===== config.mk =====
export PLATFORM = sky130hd
export DESIGN_NAME = ps_alu_stat_flat
export DESIGN_NICKNAME = d
export VERILOG_FILES = /design/src/rtl/ps_alu_stat_pkg.sv /design/src/rtl/ps_alu_stat_if.sv /design/src/rtl/ps_alu_stat_cond_eval.sv /design/src/rtl/ps_alu_stat.sv /design/src/flat_wrapper.sv
export SDC_FILE = /design/constraint.sdc
export NUM_CORES = 1
export LEC_CHECK = 0
export CORE_UTILIZATION = 31
export DETAILED_ROUTE_END_ITERATION = 8
export PLACE_DENSITY = 0.74
export SETUP_SLACK_MARGIN = 0.4
export SYNTH_ARGS = -nofsm -noshare
export SYNTH_HDL_FRONTEND = slang
export SYNTH_SLANG_ARGS = --single-unit

===== constraint.sdc =====
create_clock -name clk -period 1.5 [get_ports clk]
set_clock_uncertainty 0.1 [all_clocks]
set_input_delay 0.3 -clock clk [delete_from_list [all_inputs] [get_ports clk]]
set_output_delay 0.3 -clock clk [all_outputs]
set_load 0.01 [all_outputs]

===== src/rtl/ps_alu_stat_pkg.sv =====
// ps_alu_stat_pkg: shared constants and types for the program-sequencer ALU
// status block. This package holds the condition codes, the ASTAT bit
// positions, the opcode field positions, the COMP opcode and the flag struct.
package ps_alu_stat_pkg;

    // Condition codes evaluated against the effective flags
    localparam logic [3:0] CC_EQ    = 4'd0;
    localparam logic [3:0] CC_NE    = 4'd1;
    localparam logic [3:0] CC_LT    = 4'd2;
    localparam logic [3:0] CC_GE    = 4'd3;
    localparam logic [3:0] CC_LE    = 4'd4;
    localparam logic [3:0] CC_GT    = 4'd5;
    localparam logic [3:0] CC_AC    = 4'd6;
    localparam logic [3:0] CC_NAC   = 4'd7;
    localparam logic [3:0] CC_AV    = 4'd8;
    localparam logic [3:0] CC_NAV   = 4'd9;
    localparam logic [3:0] CC_TRUE  = 4'd10;
    localparam logic [3:0] CC_FALSE = 4'd11;

    // ASTAT bit indices, register layout is {av, ac, an, az}
    localparam int ASTAT_AZ = 0;
    localparam int ASTAT_AN = 1;
    localparam int ASTAT_AC = 2;
    localparam int ASTAT_AV = 3;

    // Opcode field positions, opcode layout is {log, hc[1:0], sc[2:0]}
    localparam int OP_LOG    = 5;
    localparam int OP_HC_LSB = 3;
    localparam int OP_SC_LSB = 0;

    localparam logic [5:0] OP_COMP = 6'b000101;

    // Bit order matches the ASTAT layout, so a flags_t casts directly to/from ps_astat
    typedef struct packed {
        logic av;
        logic ac;
        logic an;
        logic az;
    } flags_t;

endpackage


===== src/rtl/ps_alu_stat_if.sv =====
// ps_alu_stat_if: ALU control/flag bus between the program sequencer and the ALU.
//   master (sequencer): drives ps_alu_* controls and receives alu_ps_* flags
//   slave  (ALU)      : receives the controls and drives back the flags
//   The flags are valid in the cycle after an instruction issues.
interface ps_alu_stat_if;
    logic       ps_alu_en;
    logic       ps_alu_log;
    logic [1:0] ps_alu_hc;
    logic [2:0] ps_alu_sc;
    logic       ps_alu_sat;
    logic       ps_alu_ci;
    logic       alu_ps_az;
    logic       alu_ps_an;
    logic       alu_ps_ac;
    logic       alu_ps_av;
    logic       alu_ps_compd;

    modport master (
        output ps_alu_en, ps_alu_log, ps_alu_hc, ps_alu_sc, ps_alu_sat, ps_alu_ci,
        input  alu_ps_az, alu_ps_an, alu_ps_ac, alu_ps_av, alu_ps_compd
    );

    modport slave (
        input  ps_alu_en, ps_alu_log, ps_alu_hc, ps_alu_sc, ps_alu_sat, ps_alu_ci,
        output alu_ps_az, alu_ps_an, alu_ps_ac, alu_ps_av, alu_ps_compd
    );
endinterface


===== src/rtl/ps_alu_stat_cond_eval.sv =====
// ps_cond_eval: combinational branch condition evaluation.
//   flags     in  effective {av, ac, an, az}
//   code      in  4-bit condition code, where 12-15 are reserved and evaluate false
//   cond_true out condition result
module ps_cond_eval
    import ps_alu_stat_pkg::*;
(
    input  flags_t     flags,
    input  logic [3:0] code,
    output logic       cond_true
);

    always_comb begin
        cond_true = 1'b0;
        case (code)
            CC_EQ:    cond_true = flags.az;
            CC_NE:    cond_true = ~flags.az;
            CC_LT:    cond_true = flags.an;
            CC_GE:    cond_true = ~flags.an;
            CC_LE:    cond_true = flags.an | flags.az;
            CC_GT:    cond_true = ~(flags.an | flags.az);
            CC_AC:    cond_true = flags.ac;
            CC_NAC:   cond_true = ~flags.ac;
            CC_AV:    cond_true = flags.av;
            CC_NAV:   cond_true = ~flags.av;
            CC_TRUE:  cond_true = 1'b1;
            CC_FALSE: cond_true = 1'b0;
            default:  cond_true = 1'b0;
        endcase
    end

endmodule


===== src/rtl/ps_alu_stat.sv =====
// ps_alu_stat: program-sequencer side of the ALU control/flag interface.
// The block drives the ALU controls for each decoded instruction and captures
// the returned flags into ASTAT one cycle later. It also keeps the sticky
// overflow flag, the COMP history and the MODE1 saturation bit, and it
// evaluates branch conditions with in-flight flags forwarded.
//   clk, reset     clock, synchronous active-high reset
//   id_alu_vld/op  decoded ALU instruction and its {log, hc, sc} opcode
//   alu            ALU control/flag bus (master side)
//   ps_stat_wr/din explicit ASTAT write {av, ac, an, az}
//   ps_mode_wr/din MODE1 saturation-bit write
//   ps_stky_clr    clear the sticky AV flag
//   ps_cond_code   condition to evaluate, ps_cond_true is its result
//   ps_astat, ps_stky_av, ps_cmp_hist  status outputs (history newest in [1:0])
module ps_alu_stat
    import ps_alu_stat_pkg::*;
#(
    parameter int HIST_DEPTH = 4
) (
    input  logic                    clk,
    input  logic                    reset,
    input  logic                    id_alu_vld,
    input  logic [5:0]              id_alu_op,
    ps_alu_stat_if.master           alu,
    input  logic                    ps_stat_wr,
    input  logic [3:0]              ps_stat_din,
    input  logic                    ps_mode_wr,
    input  logic                    ps_mode_din,
    input  logic                    ps_stky_clr,
    input  logic [3:0]              ps_cond_code,
    output logic                    ps_cond_true,
    output logic [3:0]              ps_astat,
    output logic                    ps_stky_av,
    output logic [2*HIST_DEPTH-1:0] ps_cmp_hist
);

    logic   flag_pend;  // an instruction issued last cycle, so its flags are on alu_ps_* now
    logic   sat_q;
    flags_t live_flags;
    flags_t eff_flags;
    logic   stky_set;

    // Controls are a straight decode of the instruction being issued this cycle
    assign alu.ps_alu_en  = id_alu_vld;
    assign alu.ps_alu_log = id_alu_op[OP_LOG];
    assign alu.ps_alu_hc  = id_alu_op[OP_HC_LSB +: 2];
    assign alu.ps_alu_sc  = id_alu_op[OP_SC_LSB +: 3];
    assign alu.ps_alu_sat = sat_q;

    assign live_flags = '{av: alu.alu_ps_av, ac: alu.alu_ps_ac,
                          an: alu.alu_ps_an, az: alu.alu_ps_az};

    // While flags are in flight, ASTAT is stale, so consumers see the ALU outputs instead
    assign eff_flags     = flag_pend ? live_flags : flags_t'(ps_astat);
    assign alu.ps_alu_ci = eff_flags.ac;

    ps_cond_eval u_cond_eval (
        .flags     (eff_flags),
        .code      (ps_cond_code),
        .cond_true (ps_cond_true)
    );

    assign stky_set = (flag_pend & alu.alu_ps_av) | (ps_stat_wr & ps_stat_din[ASTAT_AV]);

    always_ff @(posedge clk) begin
        if (reset) begin
            flag_pend   <= 1'b0;
            ps_astat    <= '0;
            ps_stky_av  <= 1'b0;
            ps_cmp_hist <= '0;
            sat_q       <= 1'b0;
        end else begin
            flag_pend <= id_alu_vld;

            // An explicit write belongs to the younger instruction, so it overrides a capture
            if (ps_stat_wr)
                ps_astat <= ps_stat_din;
            else if (flag_pend)
                ps_astat <= live_flags;

            if (stky_set)
                ps_stky_av <= 1'b1;
            else if (ps_stky_clr)
                ps_stky_av <= 1'b0;

            if (flag_pend & alu.alu_ps_compd)
                ps_cmp_hist <= {ps_cmp_hist[2*HIST_DEPTH-3:0], alu.alu_ps_an, alu.alu_ps_az};

            if (ps_mode_wr)
                sat_q <= ps_mode_din;
        end
    end

endmodule


===== src/flat_wrapper.sv =====
// flat-port wrapper written by rule: the top's interface ports become plain ports
module ps_alu_stat_flat import ps_alu_stat_pkg::*;
#(
    parameter int HIST_DEPTH = 4
)
  (clk, reset, id_alu_vld, id_alu_op, ps_stat_wr, ps_stat_din, ps_mode_wr, ps_mode_din, ps_stky_clr, ps_cond_code, ps_cond_true, ps_astat, ps_stky_av, ps_cmp_hist, alu_ps_alu_en, alu_ps_alu_log, alu_ps_alu_hc, alu_ps_alu_sc, alu_ps_alu_sat, alu_ps_alu_ci, alu_alu_ps_az, alu_alu_ps_an, alu_alu_ps_ac, alu_alu_ps_av, alu_alu_ps_compd);
  ps_alu_stat_if alu_i ();
  input  logic clk;
  input  logic reset;
  input  logic id_alu_vld;
  input  logic [5:0] id_alu_op;
  input  logic ps_stat_wr;
  input  logic [3:0] ps_stat_din;
  input  logic ps_mode_wr;
  input  logic ps_mode_din;
  input  logic ps_stky_clr;
  input  logic [3:0] ps_cond_code;
  output logic ps_cond_true;
  output logic [3:0] ps_astat;
  output logic ps_stky_av;
  output logic [2*HIST_DEPTH-1:0] ps_cmp_hist;
  output wire logic [$bits(alu_i.ps_alu_en)-1:0] alu_ps_alu_en;
  output wire logic [$bits(alu_i.ps_alu_log)-1:0] alu_ps_alu_log;
  output wire logic [$bits(alu_i.ps_alu_hc)-1:0] alu_ps_alu_hc;
  output wire logic [$bits(alu_i.ps_alu_sc)-1:0] alu_ps_alu_sc;
  output wire logic [$bits(alu_i.ps_alu_sat)-1:0] alu_ps_alu_sat;
  output wire logic [$bits(alu_i.ps_alu_ci)-1:0] alu_ps_alu_ci;
  input wire logic [$bits(alu_i.alu_ps_az)-1:0] alu_alu_ps_az;
  input wire logic [$bits(alu_i.alu_ps_an)-1:0] alu_alu_ps_an;
  input wire logic [$bits(alu_i.alu_ps_ac)-1:0] alu_alu_ps_ac;
  input wire logic [$bits(alu_i.alu_ps_av)-1:0] alu_alu_ps_av;
  input wire logic [$bits(alu_i.alu_ps_compd)-1:0] alu_alu_ps_compd;
  assign alu_ps_alu_en = alu_i.ps_alu_en;
  assign alu_ps_alu_log = alu_i.ps_alu_log;
  assign alu_ps_alu_hc = alu_i.ps_alu_hc;
  assign alu_ps_alu_sc = alu_i.ps_alu_sc;
  assign alu_ps_alu_sat = alu_i.ps_alu_sat;
  assign alu_ps_alu_ci = alu_i.ps_alu_ci;
  assign alu_i.alu_ps_az = alu_alu_ps_az;
  assign alu_i.alu_ps_an = alu_alu_ps_an;
  assign alu_i.alu_ps_ac = alu_alu_ps_ac;
  assign alu_i.alu_ps_av = alu_alu_ps_av;
  assign alu_i.alu_ps_compd = alu_alu_ps_compd;
  ps_alu_stat #(.HIST_DEPTH(HIST_DEPTH)) u_core (.clk(clk), .reset(reset), .id_alu_vld(id_alu_vld), .id_alu_op(id_alu_op), .alu(alu_i), .ps_stat_wr(ps_stat_wr), .ps_stat_din(ps_stat_din), .ps_mode_wr(ps_mode_wr), .ps_mode_din(ps_mode_din), .ps_stky_clr(ps_stky_clr), .ps_cond_code(ps_cond_code), .ps_cond_true(ps_cond_true), .ps_astat(ps_astat), .ps_stky_av(ps_stky_av), .ps_cmp_hist(ps_cmp_hist));
endmodule

==> key figures, run 1 <==
Outcome
  • Status: complete, but fails checks
  • Failing checks: negative setup slack

Clock tree
  • H-tree lvl count: 1
  • Root Driver: clkbuf_4
  • Hold-fix buffers, CTS: 0
  • Clock Latency Late Sink: about 0.28 ns
  • Clock sinks: 15
  • CTS clk-pin slew, worst paths: 0.10 ns
  • CTS tree: built
  • Bufs on Longest Clock Path: 2
  • Cts bufs inserted: 3

Setup path
  • Maximum fanout along the worst path: 5
  • Crit path required time: between 1 and 1.5 ns
  • Crit path launch type: flop
  • Critical path class: reg2out
  • Worst Path Arrival: 1.70 ns
  • Cell Chain, Critical Path: mux2i_4 > mux2_4 > a2111oi_4 > a31oi_1 > buf_2
  • CP max-delay cell: dfxtp_4
  • Worst setup EP type: output port
  • Max stage delay on crit path: 0.39 ns

Die
  • Initial Util: between 30% and 40%
  • DIE AREA: 0.00257 mm2
  • Core ar.: 0.00221 mm2
  • Die height: just over 50 um
  • Chip width: 50.7 um
  • # IOs: 49
  • Placement Rows: 17

Yosys
  • Mapped Area: 734 um2
  • Flops & latches, synth: 15
  • Synthesis Warnings: 0
  • Synth cell types: 21
  • Synth area leader: dfxtp_1
  • Seq/Total Area, Yosys: between 40% and 50%
  • Area contributors post-synth: dfxtp_1 (41%), a21oi_1 (8.2%), buf_4 (7.2%), mux2i_1 (6.8%), nand3_1 (5.5%)
  • Post-Syn Nets: 116
  • Syn_area_per_cell: 8.16 um2
  • Cell count after synthesis: 90
  • Top cell type's share of synthesized area: 40.9%

Place
  • Detailed placement HPWL: 1500 um
  • GPL Wtd Cong: 0.701
  • Pre-CTS WS: -1.04 ns
  • DP Cell Count: roughly 150
  • # port buffers: 36

Global route
  • Pin count of the biggest net entering global routing: 16
  • Total track usage: 17.6%
  • Antenna violations before repair: 0
  • GRT overflow: 0
  • Vias in the first global route: 788
  • Global-route wire length before repair: 3410 um

Routing
  • Wirelength per Cell: 13.3 um
  • DRC errors left: 0
  • DRT iter0 DRCs: 11
  • Antenna-violating nets left: 0
  • TritonRoute pass-1 iters: 4
  • Total wire length: 2230 um
  • DR vias/cell: 5.02
  • Total number of vias: roughly 840

Final layout
  • Diodes inserted: 0
  • Fin cells: 168
  • Share of layout cells above drive strength 1: 47.9%
  • Most common cell after layout, fill and taps aside: buf_6
  • Most frequent cells in the layout: buf_6 (19), buf_4 (17), clkdlybuf4s50_1 (14), dfxtp_2 (13), a21oi_1 (11)
  • Final net count: 167
  • Area growth syn-to-layout: 87.9%

Pwr
  • Overall Power: 0.000912 W
  • Proportion of power drawn by combinational gates: 27.1%
  • Pint: between 0.0006 and 0.0007 W
  • VDD IR max: between 0.5 and 0.6 mV
  • Clock Power Share: 25.9%
  • PwrDens: 661 mW/mm2
  • Sw Share: 27.4%
  • Net switching power figure: 0.000250 W
  • Flop pwr share: 47.0%
  • Leakage: 0.578 nW

STA
  • Total negative slack: -1.16 ns
  • Final slew viol count: 0
  • Hold WS: 0.271 ns
  • Setup Viol. Count Final: 2
  • Post-layout minimum cycle time: 2.10 ns
  • Max Fclk: between 400 and 500 MHz
  • Worst-margin pin slew: about 0.31 ns
  • Unrepaired setup endpoints after global routing: true
  • Endpoints failing hold: 0
  • Final WS setup: -0.598 ns
  • Slew margin rel.: between 70% and 80%
  • Part of the cycle the worst path needs: 140%

Worst hold path
  • Hold Path Class: in2reg

Flow run
  • Max-Cap Viols: 0
==> cell type report <==
| class | instances | area (um2) |
|---|---|---|
| Tap cell | 28 | 35.0 |
| Fill cell | 188 | 832 |
| Sequential cell | 15 | 324 |
| Clock buffer | 4 | 26.3 |
| Timing Repair Buffer | 58 | 548 |
| Inverter | 4 | 15.0 |
| Multi-Input combinational cell | 59 | 432 |
==> state kept, by name, summed over array words and instances (netlist names) <==
signal and flops:
u_core.flag_pend 1, u_core.ps_cmp_hist 8, u_core.alu.ps_alu_sat 1, u_core.ps_astat 4, u_core.ps_stky_av 1
==> stage by stage <==
step	utilization, %	area, um2
floorplan	-	738
CTS	59.8	1320
detailed placement	51.6	1140
global route	62.4	1380
finish	62.4	1380
global placement	51.6	1140
==> final timing paths <==
check | depth (start not counted) | endpoint | slack [ns] | start
worst max register to register | 6 | u_core.ps_astat[3] | 0.12 | u_core.flag_pend
worst min register to register | 2 | u_core.ps_cmp_hist[6] | 0.37 | u_core.ps_cmp_hist[6]
worst max-delay path | 5 | ps_cond_true | -0.60 | u_core.flag_pend
worst min-delay path | 2 | u_core.flag_pend | 0.27 | id_alu_vld
==> worst max-delay path, delay by kind of cell (launching register included) <==
kind | cells | cell delay (ns)
buffers and inverters | 1 | 0.16
multiplexers | 2 | 0.51
AO/OA/AOI/OAI | 2 | 0.36
flip-flops | 1 | 0.39
==> synthesized netlist by cell type <==
master,count
dfxtp_1,15
a21oi_1,12
nor2_1,10
nand2_1,9
nand3_1,8
buf_4,7
mux2i_1,5
clkbuf_1,4
inv_1,4
a31oi_1,2
nor2b_1,2
nor3_1,2
nor4b_1,2
a2111oi_2,1
a211oi_1,1
a222oi_1,1
and4b_1,1
buf_6,1
mux2_2,1
nand2b_1,1
nor4_1,1
==> repair_timing <==
item / in CTS / in global routing
gates resized for setup: 115 / 7
pin swaps: 3 / 1
setup buffers: 7 / 3
hold endpoints to repair: 0 / 0
endpoints found under the setup margin: 30 / 29
==> kinds of logic (layout without fill, tap and decap cells) <==
group,after synthesis,in the layout,share of synthesized area [%]
AO/OA/AOI/OAI,17,17,14.3
buffers and inverters,16,66,12.8
flip-flops,15,15,40.9
multiplexers,6,6,8.35
AND/OR/NAND/NOR,36,36,23.7
==> power groups by stage <==
stage | Clock, W | Sequential (W) | Combinational [W]
floorplan | 0 | 0.000434 | 0.0000918
global placement | 0 | 0.000430 | 0.000201
detailed placement | 0 | 0.000431 | 0.000207
CTS | 0.000244 | 0.000429 | 0.000234
global route | 0.000264 | 0.000430 | 0.000263
finish | 0.000236 | 0.000429 | 0.000247
==> layer usage <==
layer,share of wire [%],GRT usage (%),vias up
met1,40,18.9,401
met4,0.63,8.33,0
met2,56,33.1,31
met3,3.8,2.73,2
met5,0,0,-
li1,-,-,410
Note: power is estimated with default switching activity, not from simulation.
==> inputs of run 2 (changes only) <==
Settings changed: CORE_UTILIZATION 31 to 37, PLACE_DENSITY 0.74 to 0.83.
Clock period 1.5 ns to 2.5 ns, I/O delays scaled along.
==> run 2 against run 1 <==
  * The run now ends clean
  * Total power down 43%
  * Sequential share of layout area rose by 1.5 points
  * Worst setup slack better by 0.83 ns
  * First-iteration DRC count up 36%
  * Hold slack better by 0.090 ns
  * Critical path type unchanged
  * Clock power shrank 42%
  * Utilization grew 5.1 points
==> key figures, run 2 (synthesized netlist as in run 1, its figures left out) <==
Outcome
  • Status: finished, final reports clean (was complete, but fails checks)

Place
  • GPL Wtd Cong: 0.704 (was 0.701)
  • # port buffers: 36 (unchanged)
  • Detailed placement HPWL: 1440 um (was 1500 um)
  • DP Cell Count: 144 (was 154)

Setup path
  • Maximum fanout along the worst path: 5 (unchanged)
  • Worst Path Arrival: 1.67 ns (was 1.70 ns)
  • Crit path launch type: flop (unchanged)
  • Crit path required time: 1.90 ns (was 1.10 ns)
  • Worst setup EP type: output port (unchanged)
  • Critical path class: reg2out (unchanged)

Final layout
  • Share of layout cells above drive strength 1: 20.0% (was 47.9%)
  • Biggest register: u_core.ps_cmp_hist (unchanged)
  • Area growth syn-to-layout: 65.6% (was 87.9%)
  • Regs by FF count: u_core.ps_cmp_hist: 8 flops, u_core.ps_astat: 4 flops (unchanged)
  • Largest register FFs: 8 (unchanged)
  • Most common cell after layout, fill and taps aside: clkdlybuf4s50_1 (was buf_6)
  • Final net count: 152 (was 167)
  • Fin cells: 150 (was 168)
  • Most frequent cells in the layout: clkdlybuf4s50_1 (27), dfxtp_1 (14), a21oi_1 (12), nor2_1 (10), nand2_1 (9) (was buf_6 (19), buf_4 (17), clkdlybuf4s50_1 (14), dfxtp_2 (13), a21oi_1 (11))
  • Diodes inserted: 0 (unchanged)

Clock tree
  • Cts bufs inserted: 3 (unchanged)
  • Clock sinks: 15 (unchanged)
  • CTS tree: built (unchanged)
  • Bufs on Longest Clock Path: 2 (unchanged)
  • CTS clk-pin slew, worst paths: 0.09 ns (was 0.10 ns)
  • Clock Latency Late Sink: 0.28 ns (about the same)
  • H-tree lvl count: 1 (unchanged)
  • Root Driver: clkbuf_4 (unchanged)

Routing
  • Antenna-violating nets left: 0 (unchanged)
  • Total number of vias: 786 (was 844)
  • DRC errors left: 0 (unchanged)
  • Total wire length: 2060 um (was 2230 um)
  • TritonRoute pass-1 iters: 4 (unchanged)
  • DR vias/cell: 5.24 (was 5.02)
  • Wirelength per Cell: 13.7 um (was 13.3 um)
  • DRT iter0 DRCs: 15 (was 11)

STA
  • Unrepaired setup endpoints after global routing: true (unchanged)
  • Part of the cycle the worst path needs: 90.8%
  • Slew margin rel.: 65.3% (was 79.0%)
  • Setup Viol. Count Final: 0 (was 2)
  • Worst-margin pin slew: 0.519 ns (was 0.315 ns)
  • Final slew viol count: 0 (unchanged)
  • Endpoints failing hold: 0 (unchanged)
  • Post-layout minimum cycle time: 2.27 ns
  • Max Fclk: 441 MHz
  • Total negative slack: 0 ns (was -1.16 ns)

Die
  • Placement Rows: 15 (was 17)
  • # IOs: 49 (unchanged)
  • Chip width: 46.6 um (was 50.7 um)
  • Core ar.: 0.00180 mm2 (was 0.00221 mm2)
  • Die height: 46.6 um (was 50.7 um)
  • DIE AREA: 0.00217 mm2 (was 0.00257 mm2)
  • Initial Util: 40.8% (was 33.2%)

Pwr
  • PwrDens: 431 mW/mm2 (was 661 mW/mm2)
  • VDD IR max: 0.283 mV (was 0.552 mV)
  • Leakage: 0.451 nW (was 0.578 nW)
  • Overall Power: 0.000524 W (was 0.000912 W)

Worst hold path
  • Hold Path Class: reg2reg (was in2reg)

Global route
  • Global-route wire length before repair: 3020 um (was 3410 um)
  • Vias in the first global route: 671 (was 788)
  • GRT overflow: 0 (unchanged)
  • Total track usage: 19.8% (was 17.6%)
  • Pin count of the biggest net entering global routing: 16 (unchanged)
  • Antenna violations before repair: 0 (unchanged)

Flow run
  • Max-Cap Viols: 0 (unchanged)
## run 2: cell types whose count changed in the layout (fill, tap and decap cells not counted), moves of 2 or more
| cell | before | now |
|---|---|---|
| buf_6 | 19 | 2 |
| dfxtp_1 | 0 | 14 |
| dfxtp_2 | 13 | 0 |
| nor3_2 | 0 | 2 |
| buf_4 | 17 | 5 |
| nor3_1 | 2 | 0 |
| clkdlybuf4s50_1 | 14 | 27 |
## run 2: through the flow
stage	cell area (um2)	hold WS (ns)	setup slack (ns)	utilization, %
after floorplan	734	0.374	0.631	-
after global placement	1080	0.344	-0.368	60.2
after detailed placement	1080	0.354	-0.387	60.2
after CTS	1200	0.366	0.235	66.8
after global routing	1220	0.391	0.161	67.5
final	1220	0.361	0.230	67.5
## run 2: what timing repair did
| item | CTS | global route |
|---|---|---|
| hold buffers | 0 | 0 |
| setup endpoints to repair | 3 | 2 |
| gates resized for setup | 29 | 6 |
| pin swaps | 0 | 0 |
| buffers inserted | 2 | 0 |
## run 2: worst paths after layout
path,from,endpoint,slack (ns),depth (start not counted)
worst min-delay path,u_core.ps_cmp_hist[7],u_core.ps_cmp_hist[7],0.36,2
worst max-delay path,u_core.flag_pend,ps_cond_true,0.23,5
worst max register to register,u_core.flag_pend,u_core.ps_astat[0],1.15,5
worst min register to register,u_core.ps_cmp_hist[7],u_core.ps_cmp_hist[7],0.36,2
## run 2: layout make-up
class / count / area (um2)
Clock buffer: 4 / 26.3
Sequential cell: 15 / 304
Tap cell: 25 / 31.3
Fill cell: 157 / 586
Inverter: 4 / 15.0
Timing Repair Buffer: 43 / 403
Multi-Input combinational cell: 59 / 437
## run 2: power by group
part	switching [W]	internal [W]	total [W]
clock network	0.0000737	0.0000619	0.000136
registers	0.00000890	0.000247	0.000256
logic	0.0000575	0.0000754	0.000133
total	0.000140	0.000384	0.000524
## run 2: routing by layer
metal  global-route usage, %  routed length, um  vias up  share of wire, %
met4                    7.06                  5        0              0.24
met5                       0                  0        -                 0
li1                        -                  -      375                 -
met3                    5.88                117        4               5.7
met1                    24.2                852      379                41
met2                    32.5               1090       28                53
## run 2: critical path, stage by stage, from the launching register on
cell,delay [ns]
dfxtp_4,0.40
mux2i_4,0.21
mux2_4,0.29
a2111oi_4,0.28
a31oi_1,0.06
buf_2,0.14
==> inputs of run 3 (changes only) <==
Settings changed: CORE_UTILIZATION 37 to 30, PLACE_DENSITY 0.83 to 0.69.
==> run 3 against run 2 <==
  * Sequential power about the same
  * First-iteration DRC count is 40% lower
  * Critical path depth stayed put
  * Count of clock-buffer cells in the layout unchanged
  * Clock power is essentially flat
  * Via count shrank 6.1%
  * Combinational power fell by 4%
  * Hold slack lost 0.0048 ns
  * Design area down 1.1%
  * Utilization down 14 points
  * Register-to-register slack lost 0.02 ns
  * Flip-flop and latch count unchanged
  * Critical endpoint unchanged
  * Largest cell class unchanged
  * Highest routed layer unchanged
==> key figures, run 3 (synthesized netlist as in run 1, its figures left out) <==
Setup path
  • Critical path's top delay family: multiplexers (unchanged)
  • Crit path required time: 1.90 ns (about the same)
  • Cell Chain, Critical Path: mux2i_4 > mux2_4 > a2111oi_4 > a31oi_1 > buf_2 (unchanged)
  • Reg-to-reg slack, setup: 1.13 ns (was 1.15 ns)
  • Worst R2R End: u_core.ps_cmp_hist[2] (was u_core.ps_astat[0])
  • Maximum fanout along the worst path: 5 (unchanged)
  • RR Startpoint: u_core.flag_pend (unchanged)
  • R2R depth: 5 (unchanged)
  • Critical path origin: u_core.flag_pend (unchanged)
  • Worst setup EP type: output port (unchanged)
  • Critical path class: reg2out (unchanged)
  • Max stage delay on crit path: 0.41 ns (was 0.40 ns)
  • CP max-delay cell: dfxtp_4 (unchanged)
  • Crit path launch type: flop (unchanged)
  • Buffer and inverter count on the worst path: 1 (unchanged)
  • Worst Path Arrival: 1.69 ns (was 1.67 ns)

Final layout
  • Diodes inserted: 0 (unchanged)
  • Post-layout instance area: 0.00120 mm2 (was 0.00122 mm2)
  • Most common cell after layout, fill and taps aside: clkdlybuf4s50_1 (unchanged)
  • Regs by FF count: u_core.ps_cmp_hist: 8 flops, u_core.ps_astat: 4 flops (unchanged)
  • Biggest register: u_core.ps_cmp_hist (unchanged)
  • Area growth syn-to-layout: 63.7% (was 65.6%)
  • Most frequent cells in the layout: clkdlybuf4s50_1 (27), dfxtp_1 (14), a21oi_1 (12), nor2_1 (10), nand2_1 (9) (unchanged)
  • Fin cells: 151 (was 150)
  • Largest register FFs: 8 (unchanged)
  • Final net count: 150 (was 152)
  • Share of layout cells above drive strength 1: 16.3% (was 20.0%)
  • Finished Core Util: 53.3% (was 67.5%)

Clock tree
  • Hold-fix buffers, CTS: 0 (unchanged)
  • CTS clk-pin slew, worst paths: 0.08 ns (was 0.09 ns)
  • Root Driver: clkbuf_4 (unchanged)
  • Cts bufs inserted: 3 (unchanged)
  • Bufs on Longest Clock Path: 2 (unchanged)
  • H-tree lvl count: 1 (unchanged)
  • Clock Latency Late Sink: 0.28 ns (about the same)
  • CTS tree: built (unchanged)
  • Clock sinks: 15 (unchanged)

Routing
  • DRT iter0 DRCs: 9 (was 15)
  • DRC errors left: 0 (unchanged)
  • Total number of vias: 738 (was 786)
  • Antenna-violating nets left: 0 (unchanged)
  • Wirelength per Cell: 13.4 um (was 13.7 um)
  • DR vias/cell: 4.89 (was 5.24)
  • TritonRoute pass-1 iters: 4 (unchanged)
  • Total wire length: 2030 um (was 2060 um)

Flow run
  • Max-Cap Viols: 0 (unchanged)

STA
  • Final slew viol count: 0 (unchanged)
  • Unrepaired setup endpoints after global routing: true (unchanged)
  • Setup Viol. Count Final: 0 (unchanged)
  • Final WS setup: 0.208 ns (was 0.230 ns)
  • Worst-margin pin slew: 0.531 ns (was 0.519 ns)
  • Endpoints failing hold: 0 (unchanged)
  • Slew margin rel.: 64.5% (was 65.3%)
  • Max Fclk: 436 MHz (was 441 MHz)
  • Post-layout minimum cycle time: 2.29 ns (was 2.27 ns)
  • Part of the cycle the worst path needs: 91.7% (was 90.8%)

Outcome
  • Status: finished, final reports clean (unchanged)

Global route
  • GRT overflow: 0 (unchanged)
  • Antenna violations before repair: 0 (unchanged)
  • Global-route wire length before repair: 3060 um (was 3020 um)
  • Total track usage: 15.5% (was 19.8%)
  • Vias in the first global route: 693 (was 671)
  • Pin count of the biggest net entering global routing: 16 (unchanged)

Worst hold path
  • Launch point of the worst hold path: u_core.ps_cmp_hist[6] (was u_core.ps_cmp_hist[7])
  • Hold Path Class: reg2reg (unchanged)
  • Worst Hold End: u_core.ps_cmp_hist[6] (was u_core.ps_cmp_hist[7])
  • Worst Hold Depth: 2 (unchanged)

Place
  • DP Cell Count: 146 (was 144)
  • Detailed placement HPWL: 1410 um (was 1440 um)
  • GPL Wtd Cong: 0.679 (was 0.704)
  • Pre-CTS WS: -0.421 ns (was -0.387 ns)
  • # port buffers: 36 (unchanged)
  • Placed Area: 0.00108 mm2 (about the same)

Die
  • Initial Util: 32.6% (was 40.8%)
  • Core ar.: 0.00225 mm2 (was 0.00180 mm2)
  • Die height: 51.5 um (was 46.6 um)
  • DIE AREA: 0.00265 mm2 (was 0.00217 mm2)
  • Chip width: 51.5 um (was 46.6 um)
  • Placement Rows: 17 (was 15)
  • # IOs: 49 (unchanged)

Pwr
  • VDD IR max: 0.404 mV (was 0.283 mV)
  • Leakage: 0.445 nW (was 0.451 nW)
  • PwrDens: 433 mW/mm2 (was 431 mW/mm2)
==> run 3: cell types whose count changed in the layout (fill, tap and decap cells not counted), sizes merged <==
cell           before  now
clkbuf              5    4
clkdlybuf4s15       1    0
buf                 8    6
dlygate4sd2         6    8
==> run 3: cell type report <==
| cell class | instances | area [um2] |
|---|---|---|
| fill | 222 | 1050 |
| sequential | 15 | 304 |
| timing repair buffer | 41 | 387 |
| multi-input combinational | 59 | 435 |
| clock buffer | 4 | 26.3 |
| tap | 28 | 35.0 |
| inverter | 4 | 15.0 |
==> run 3: worst max path at each step <==
stage                              end  slack [ns]  depth (start not counted)
after global routing      ps_cond_true        0.15                          5
after detailed placement  ps_cond_true       -0.42                          6
after floorplan           ps_cond_true        0.63                          4
after global placement    ps_cond_true       -0.38                          6
after CTS                 ps_cond_true        0.22                          5
final                     ps_cond_true        0.21                          5
==> run 3: worst reg2reg max path, cell delays in order, from the launching register on <==
cell	delay, ns
dfxtp_4	0.45
buf_4	0.15
buf_4	0.15
nand2_1	0.19
nand2_1	0.13
a21oi_1	0.07
==> run 3: report_power, final <==
group	internal (W)	switching (W)
clock	0.0000619	0.0000740
sequential	0.000247	0.00000959
combinational	0.0000716	0.0000563
total	0.000380	0.000140
==> run 3: what timing repair did <==
action | in CTS | in global routing
resized for setup | 29 | 1
setup endpoints to repair | 3 | 2
setup buffers | 1 | 0
==> run 3: layer usage <==
metal | track usage (%) | routed length (um) | vias up
met4 | 3.60 | 16 | 0
met3 | 5.36 | 104 | 2
met2 | 26.8 | 994 | 24
li1 | - | - | 370
met5 | 0 | 0 | -
met1 | 18.2 | 912 | 342
==> run 3: stage by stage <==
step           hold WS [ns]  setup TNS (ns)  power, W
6_report              0.356               0  0.000520
3_3_place_gp          0.345          -0.379  0.000370
4_1_cts               0.359               0  0.000523
5_1_grt               0.393               0  0.000548
2_1_floorplan         0.374               0  0.000315
3_5_place_dp          0.346          -0.421  0.000372
